File: src/rtl/decoder_pkg.sv
// Shared types and decode function for the decode stage.
// Optional field: illegal flag, present with DECODER_ILLEGAL_OP_EN.
package decoder_pkg;

  localparam int OPCODE_W = 5;

  localparam logic [2:0] SEL_NONE = 3'b000;
  localparam logic [2:0] SEL_MEM  = 3'b001;
  localparam logic [2:0] SEL_ALU  = 3'b010;
  localparam logic [2:0] SEL_ACC  = 3'b011;
  localparam logic [2:0] SEL_IMM  = 3'b100;

  typedef enum logic [1:0] {
    EMPTY,
    FULL,
    SKID
  } state_e;

  typedef struct packed {
    logic [OPCODE_W-1:0] opcode;
    logic [2:0]          sel;
    logic                acc;
    logic                mode;
`ifdef DECODER_ILLEGAL_OP_EN
    logic                illegal;
`endif
  } dec_t;

  // Returns {sel[2:0], acc}
  function automatic logic [3:0] decode_op(
    input logic [OPCODE_W-1:0] op
  );
    logic a, b, c, d, e;
    logic s2, s1, s0, ac;
    {a, b, c, d, e} = op;
    s2 = ~a & ~b & ~c & ~d & e;
    s1 = (~a & ~b & ~c & d & e)
       | (~a & b & c);
    s0 = (a & ~b) | (~b & ~c & d);
    ac = (~a & b & ~c & ~d)
       | (~b & ~c & d & e)
       | (a & ~b);
    return {s2, s1, s0, ac};
  endfunction

endpackage

File: src/rtl/decoder_skid_buf.sv
// Two-entry skid buffer: OUT register plus SKD register, FIFO order.
// Ports: clk_i, rst_ni, flush_i, in_* / out_* valid/ready/data.
module decoder_skid_buf
  import decoder_pkg::*;
#(
  parameter int W = 8
) (
  input  logic         clk_i,
  input  logic         rst_ni,
  input  logic         flush_i,
  input  logic         in_valid_i,
  output logic         in_ready_o,
  input  logic [W-1:0] in_data_i,
  output logic         out_valid_o,
  input  logic         out_ready_i,
  output logic [W-1:0] out_data_o
);

  state_e       state_q, state_d;
  logic [W-1:0] out_q, out_d;
  logic [W-1:0] skd_q, skd_d;
  logic         in_fire, out_fire;

  // Ready derives from state only; no path from out_ready_i.
  assign in_ready_o  = (state_q != SKID);
  assign out_valid_o = (state_q != EMPTY);
  assign out_data_o  = out_q;

  // A flush cycle never accepts, even though ready is high.
  assign in_fire  = in_valid_i & in_ready_o & ~flush_i;
  assign out_fire = out_valid_o & out_ready_i;

  always_comb begin
    state_d = state_q;
    out_d   = out_q;
    skd_d   = skd_q;
    unique case (state_q)
      EMPTY: begin
        if (in_fire) begin
          out_d   = in_data_i;
          state_d = FULL;
        end
      end
      FULL: begin
        if (in_fire && out_fire) begin
          out_d = in_data_i;
        end else if (in_fire) begin
          skd_d   = in_data_i;
          state_d = SKID;
        end else if (out_fire) begin
          state_d = EMPTY;
        end
      end
      SKID: begin
        if (out_fire) begin
          out_d   = skd_q;
          state_d = FULL;
        end
      end
      default: state_d = EMPTY;
    endcase
    if (flush_i) begin
      state_d = EMPTY;
    end
  end

  always_ff @(posedge clk_i or negedge rst_ni) begin
    if (!rst_ni) begin
      state_q <= EMPTY;
      out_q   <= '0;
      skd_q   <= '0;
    end else begin
      state_q <= state_d;
      out_q   <= out_d;
      skd_q   <= skd_d;
    end
  end

endmodule

File: src/rtl/decoder_pipe.sv
// Flow-controlled decode stage: opcode -> selector + acc flag.
// Ports: clock/reset, in handshake+payload, flush, out handshake+decoded
// payload; IllegalOpOutput only with DECODER_ILLEGAL_OP_EN.
module decoder_pipe
  import decoder_pkg::*;
#(
  parameter int          OPERAND_W = 16,
  parameter logic [31:0] VALID_OPS = 32'hFFFF_FFFF
) (
  input  logic                 ClockInput,
  input  logic                 ResetNInput,
  input  logic                 InValidInput,
  output logic                 InReadyOutput,
  input  logic [OPCODE_W-1:0]  OpecodeInput,
  input  logic                 AddressingModeInput,
  input  logic [OPERAND_W-1:0] OperandInput,
  input  logic                 FlushInput,
  output logic                 OutValidOutput,
  input  logic                 OutReadyInput,
  output logic [OPCODE_W-1:0]  OpecodeOutput,
  output logic [2:0]           OutputSelectorOutput,
  output logic                 AccReadFlagOutput,
  output logic                 AddressingModeOutput,
  output logic [OPERAND_W-1:0] OperandOutput
`ifdef DECODER_ILLEGAL_OP_EN
  ,
  output logic                 IllegalOpOutput
`endif
);

  localparam int W = $bits(dec_t) + OPERAND_W;

  logic [3:0]   dec;
  dec_t         in_dec, out_dec;
  logic [W-1:0] in_data, out_data;

  assign dec = decode_op(OpecodeInput);

  always_comb begin
    in_dec        = '0;
    in_dec.opcode = OpecodeInput;
    in_dec.sel    = dec[3:1];
    in_dec.acc    = dec[0];
    in_dec.mode   = AddressingModeInput;
`ifdef DECODER_ILLEGAL_OP_EN
    in_dec.illegal = ~VALID_OPS[OpecodeInput];
    if (in_dec.illegal) begin
      in_dec.sel = SEL_NONE;
      in_dec.acc = 1'b0;
    end
`endif
  end

`ifndef DECODER_ILLEGAL_OP_EN
  logic unused_valid_ops;
  assign unused_valid_ops = ^VALID_OPS;
`endif

  assign in_data = {in_dec, OperandInput};

  decoder_skid_buf #(
    .W (W)
  ) u_skid (
    .clk_i       (ClockInput),
    .rst_ni      (ResetNInput),
    .flush_i     (FlushInput),
    .in_valid_i  (InValidInput),
    .in_ready_o  (InReadyOutput),
    .in_data_i   (in_data),
    .out_valid_o (OutValidOutput),
    .out_ready_i (OutReadyInput),
    .out_data_o  (out_data)
  );

  assign {out_dec, OperandOutput} = out_data;

  assign OpecodeOutput        = out_dec.opcode;
  assign OutputSelectorOutput = out_dec.sel;
  assign AccReadFlagOutput    = out_dec.acc;
  assign AddressingModeOutput = out_dec.mode;
`ifdef DECODER_ILLEGAL_OP_EN
  assign IllegalOpOutput      = out_dec.illegal;
`endif

endmodule
File: config.mk
export PLATFORM = sky130hd
export DESIGN_NAME = decoder_pipe
export DESIGN_NICKNAME = d
export VERILOG_FILES = /design/src/rtl/decoder_pkg.sv /design/src/rtl/decoder_skid_buf.sv /design/src/rtl/decoder_pipe.sv
export SDC_FILE = /design/constraint.sdc
export NUM_CORES = 1
export LEC_CHECK = 0
export CORE_MARGIN = 5
export CORE_UTILIZATION = 34
export CTS_CLUSTER_SIZE = 12
export DETAILED_ROUTE_END_ITERATION = 6
export HOLD_SLACK_MARGIN = 0.02
export PLACE_DENSITY_LB_ADDON = 0.12
export SLEW_MARGIN = 30
export SYNTH_ARGS = -nofsm -noshare
export SYNTH_HDL_FRONTEND = slang
export SYNTH_SLANG_ARGS = --single-unit
File: constraint.sdc
create_clock -name ClockInput -period 1.8 [get_ports ClockInput]
set_input_delay 0.18 -clock ClockInput [delete_from_list [all_inputs] [get_ports ClockInput]]
set_output_delay 0.18 -clock ClockInput [all_outputs]
set_load 0.01 [all_outputs]
Yosys cells after proc, flatten, opt, wreduce, memory -nomap -nowiden
Index checks and enable logic that the tools add are counted.
{"block": "classes", "reduce_logical": 7, "bitwise_logic": 27, "n_eq_ne": 10, "mux": 11}
{"cell": "26-bit 2-to-1 mux", "n": 3}
{"cell": "26-bit case mux with 3 select lines", "n": 1}
{"cell": "1-bit bitwise AND", "n": 17}
{"cell": "2-bit 2-to-1 mux", "n": 6}
{"cell": "4-bit AND reduction", "n": 2}
{"cell": "2-bit by 1-bit inequality test with 1-bit output (second input constant)", "n": 3}
{"cell": "3-bit by 2-bit inequality test with 1-bit output (second input constant)", "n": 2}
{"cell": "1-bit NOT", "n": 6}
{"cell": "2-bit case mux with 3 select lines", "n": 1}
{"cell": "4-bit by 2-bit inequality test with 1-bit output (second input constant)", "n": 1}
{"cell": "1-bit OR", "n": 4}
{"cell": "3-bit inequality test (second input constant)", "n": 1}
{"cell": "3-bit AND reduction", "n": 1}
{"cell": "3-bit nonzero test", "n": 1}
{"cell": "2-bit by 1-bit equality test with 1-bit output (second input constant)", "n": 1}
{"cell": "2-bit equality test (second input constant)", "n": 1}
{"cell": "2-bit logical NOT", "n": 1}
{"cell": "2-bit inequality test (second input constant)", "n": 1}
{"cell": "2-bit nonzero test", "n": 1}
{"cell": "1-bit logical AND", "n": 1}
{"block": "word_totals", "output_inout_bits": 28, "inputBits": 27, "register_bits": 54}

Longest topological paths before layout
{"block": "logic_depth", "depth_word": 8, "ltp_mapped": 7, "ltp_nobuf": 4}

Modules after synthesis
A second synthesis with hierarchy kept.
{"block": "hier_totals", "cells_unflattened": 170, "hier_area_um2": 2398.6}
{"module": "decoder_skid_buf", "cells_each": 160, "n_inst": 1, "area_per_inst_um2": 2332.2}
{"module": "decoder_pipe", "cells_each": 10, "n_inst": 1, "area_per_inst_um2": 66.3}

Least setup slack after synthesis
No wires, ideal clock.
{"block": "synth_timing", "kind": "register -> register", "from": "register u_skid.state_q[1]", "to": "register u_skid.out_q[10] (netlist: u_skid.out_data_o[10])", "period_less_slack_ns": 1.774, "t_required_ns": 1.675, "stages_incl_launch_ff": 7, "t_arrival_ns": 1.649, "path_slack_ns": 0.026, "path_cell_list": "dfrtp_1 buf_4 nor4b_1 or3_1 buf_6 buf_6 mux2_4"}
{"block": "synth_via", "elab_chain_cells": 6}
{"element": "start, declared", "line_no": "decoder_skid_buf.sv:19", "text": "state_e state_q, state_d;"}
{"element": "start signal, assigned", "line_no": "decoder_skid_buf.sv:73", "text": "state_q <= state_d;"}
{"element": "2-bit inequality test", "line_no": "decoder_skid_buf.sv:25", "text": "assign in_ready_o = (state_q != SKID);"}
{"element": "1-bit bitwise AND (2 in a row)", "line_no": "decoder_skid_buf.sv:30", "text": "assign in_fire = in_valid_i & in_ready_o & ~flush_i;"}
{"element": "1-bit logical AND", "line_no": "decoder_skid_buf.sv:45", "text": "if (in_fire && out_fire) begin"}
{"element": "2-bit by 1-bit inequality test with 1-bit output (no source line)"}
{"element": "4-bit AND reduction (no source line)"}
{"element": "end signal, assigned", "line_no": "decoder_skid_buf.sv:74", "text": "out_q <= out_d;"}
{"element": "end, declared", "line_no": "decoder_skid_buf.sv:20", "text": "logic [W-1:0] out_q, out_d;"}
Several ways; a longest one is shown, not always the timed one.
A chain may end at the register's enable or synchronous reset.

Worst setup path in the final report
{"block": "layout_timing", "from": "register u_skid.state_q[1]", "to": "register u_skid.out_q[22] (netlist: u_skid.out_data_o[22])"}
The elaborated chain is that of the path after synthesis.

==> run_results.csv <==
group,metric,value,unit
layout,final_nets,284,
drt,vias,1668,
setup_path,cp-startpoint,"u_skid.state_q[1]",
place,dp_hpwl,3820,um
layout,area_growth,35.9,%
floorplan,pin_count,55,
cts,cts.sinks,54,
grt,gr-total-overflow,0,
grt,grt_pass1_wl,9170,um
setup_path,slowest_stage,"dfrtp_2",
floorplan,start_util,35.3,%
place,finalWeightedCongestion,0.703,
setup_path,worstSetupEndpointType,"register",
floorplan,die_w,97.3,um
setup_path,path_max_fanout,12,
sta,worst_pin_slew,0.608,ns
sta,finalSetupViolCount,0,
cts,clk-insertion-delay-late,0.31,ns
layout,diodes,0,
setup_path,reg2reg_from,"u_skid.state_q[1]",
cts,tritoncts,"built",
layout,final_cell_mix,"dfrtp_1 (53), clkdlybuf4s50_1 (52), mux2_2 (51)",
drt,avgRoutedWirePerCell,14.8,um
layout,final_common_cell,"dfrtp_1",
grt,grt.total_usage,11.7,%
cts,clock_path_buffers,2,
status,status,"complete, no violations",
drt,routed_wl,5300,um
cts,htree_levels,2,
setup_path,r2r_cells,4,
synth,synthCells,181,
pwr,pwr_density_cell,928,mW/mm2
drt,drt_iter0_markers,76,
cts,clk_pin_slew,0.11,ns
grt,grt_pass1_vias,1793,
sta,finClkSkew,0.0126,ns
grt,antenna_found_initial,0,
sta,hold_viol_final,0,
sta,min_period,1.75,ns
setup_path,crit_chain,"nor4bb_2 -> or3_1 -> buf_4 -> mux2_2",
setup_path,r2r-end,"u_skid.out_data_o[22]",
setup_path,critPathKind,"register to register",
layout,nFillCells,675,
pwr,p_leak,1.53,nW
cts,post-cts-setup-buffers,0,
pwr,max-vdd-ir-drop,0.437,mV
drt,via_per_inst,4.67,
place,numPortBuffers,54,
setup_path,r2r_slack,0.05,ns
drt,post-route-drc-count,0,
setup_path,cp.arrival,1.94,ns
sta,maxSlewViolCount,0,
worst_hold_path,hold_path.class,"input port to async pin",
sta,fmax,573,MHz
floorplan,core-area,0.00733,mm2
sta,fin_hold_ws,0.362,ns
synth,synthDistinctLibCells,32,
setup_path,endpoint,"u_skid.out_data_o[22]",
synth,synth_seq_cells,54,
cts,cts_root_buf,"clkbuf_8",
drt,ant_nets,0,
floorplan,die_area,0.00946,mm2
floorplan,die_y,97.3,um
setup_path,worstPathRequired,1.99,ns
synth,synthesis.nets,208,
grt,grt_max_degree,36,
drt,drt_pass1_iterations,4,
setup_path,cpPeakStageDelay,0.48,ns
sta,maxSlewHeadroom,58.9,%
job,drv_cap,0,
sta,fin_crit_sh,97.0,%
pwr,p_total,3.26,mW
synth,seq_area_frac_synth,52.2,%
cts,cts_made_buffers,5,
synth,yosys_warnings,0,
synth,synth_area,0.00259,mm2
floorplan,rows,31,
synth,avgSynthCellArea,14.3,um2
layout,drive_gt1_share,42.6,%
setup_path,worst_setup_path_start_kind,"register",
flip-flops by register name (all words and copies together), names as in the netlist:
| register | flops |
|---|---|
| u_skid.out_data_o | 26 |
| u_skid.skd_q | 26 |
| u_skid.state_q | 2 |
timing repair:
| action | CTS | global route |
|---|---|---|
| hold buffers | 1 | 0 |
| resized for setup | 2 | 2 |
| setup endpoints to repair | 1 | 19 |
| gates cloned | 0 | 0 |
| hold endpoints to repair | 19 | 0 |
layout make-up:
| class | count | area, um2 | area share [%] |
|---|---|---|---|
| Inverter | 6 | 22.5 | 0.640 |
| Clock inverter | 3 | 23.8 | 0.676 |
| Multi-Input combinational cell | 111 | 1150 | 32.7 |
| Timing Repair Buffer | 79 | 774 | 22.0 |
| Clock buffer | 5 | 68.8 | 1.96 |
| Sequential cell | 54 | 1350 | 38.5 |
| Tap cell | 99 | 124 | 3.52 |
worst min path at each step:
stage | startpoint | endpoint | cells after the start
floorplan | ResetNInput | u_skid.out_data_o[0] | 0
global placement | ResetNInput | u_skid.skd_q[1] | 1
detailed placement | ResetNInput | u_skid.skd_q[0] | 1
CTS | ResetNInput | u_skid.skd_q[0] | 2
global route | ResetNInput | u_skid.skd_q[0] | 2
finish | ResetNInput | u_skid.skd_q[0] | 2
synth_stat cells:
cell type | instances | area (um2)
a211oi_1 | 1 | 7.51
a21oi_1 | 1 | 5.00
a31oi_1 | 2 | 12.5
and2_1 | 1 | 6.26
and3b_1 | 1 | 8.76
buf_2 | 4 | 20.0
buf_4 | 3 | 22.5
buf_6 | 3 | 33.8
dfrtp_1 | 54 | 1350
inv_1 | 5 | 18.8
inv_2 | 1 | 3.75
mux2_1 | 1 | 11.3
mux2_2 | 51 | 574
mux2_4 | 17 | 255
mux2i_1 | 4 | 40.0
nand2_1 | 3 | 11.3
nand2b_1 | 1 | 6.26
nand3b_1 | 2 | 15.0
nand4b_1 | 1 | 8.76
nor2_1 | 2 | 7.51
nor2b_1 | 3 | 18.8
nor3_1 | 1 | 5.00
nor4_1 | 2 | 12.5
nor4b_1 | 2 | 17.5
nor4bb_1 | 2 | 20.0
o211ai_1 | 2 | 15.0
o21ai_0 | 2 | 10.0
o21ba_2 | 1 | 10.0
o41ai_1 | 2 | 17.5
or2_2 | 2 | 12.5
or3_1 | 2 | 12.5
or3b_2 | 2 | 17.5
worst max-delay path, delay by kind of cell (launching register included):
family	cells	cell delay (ns)
AND/OR/NAND/NOR	2	0.55
buffers and inverters	1	0.24
multiplexers	1	0.35
flip-flops	1	0.48
power breakdown:
part           total [mW]  internal [mW]  switching (mW)
Clock               0.686          0.279           0.408
Sequential           1.65           1.50           0.148
Combinational       0.925          0.618           0.307
per-layer routing:
metal  up-vias  track usage, %  wire length, um  part of all wire (%)
li1        804               -                -                     -
met1       824            16.4             2630                    50
met2        35            17.8             2380                    45
met3         5            3.37              234                   4.4
met4         0            3.30               61                   1.2
met5         -               0                0                     0
stage by stage:
step | instances | area [um2] | setup slack (ns) | util, % | TNS, ns
floorplan | 181 | 2590 | 0.0261 | - | 0
global placement | 348 | 3400 | -0.163 | 46.4 | -2.82
detailed placement | 348 | 3400 | -0.189 | 46.4 | -3.30
CTS | 357 | 3500 | 0.0346 | 47.8 | 0
global route | 357 | 3520 | -0.0199 | 48.0 | -0.0908
finish | 357 | 3520 | 0.0540 | 48.0 | 0
logic make-up after synthesis:
group	synth area share (%)
and+or+nand+nor	6.96
DFF	52.2
muxes	34.0
buffers and inverters	3.82
AOI/OAI and AO/OA	3.00
Note: power is estimated with default switching activity, not from simulation.
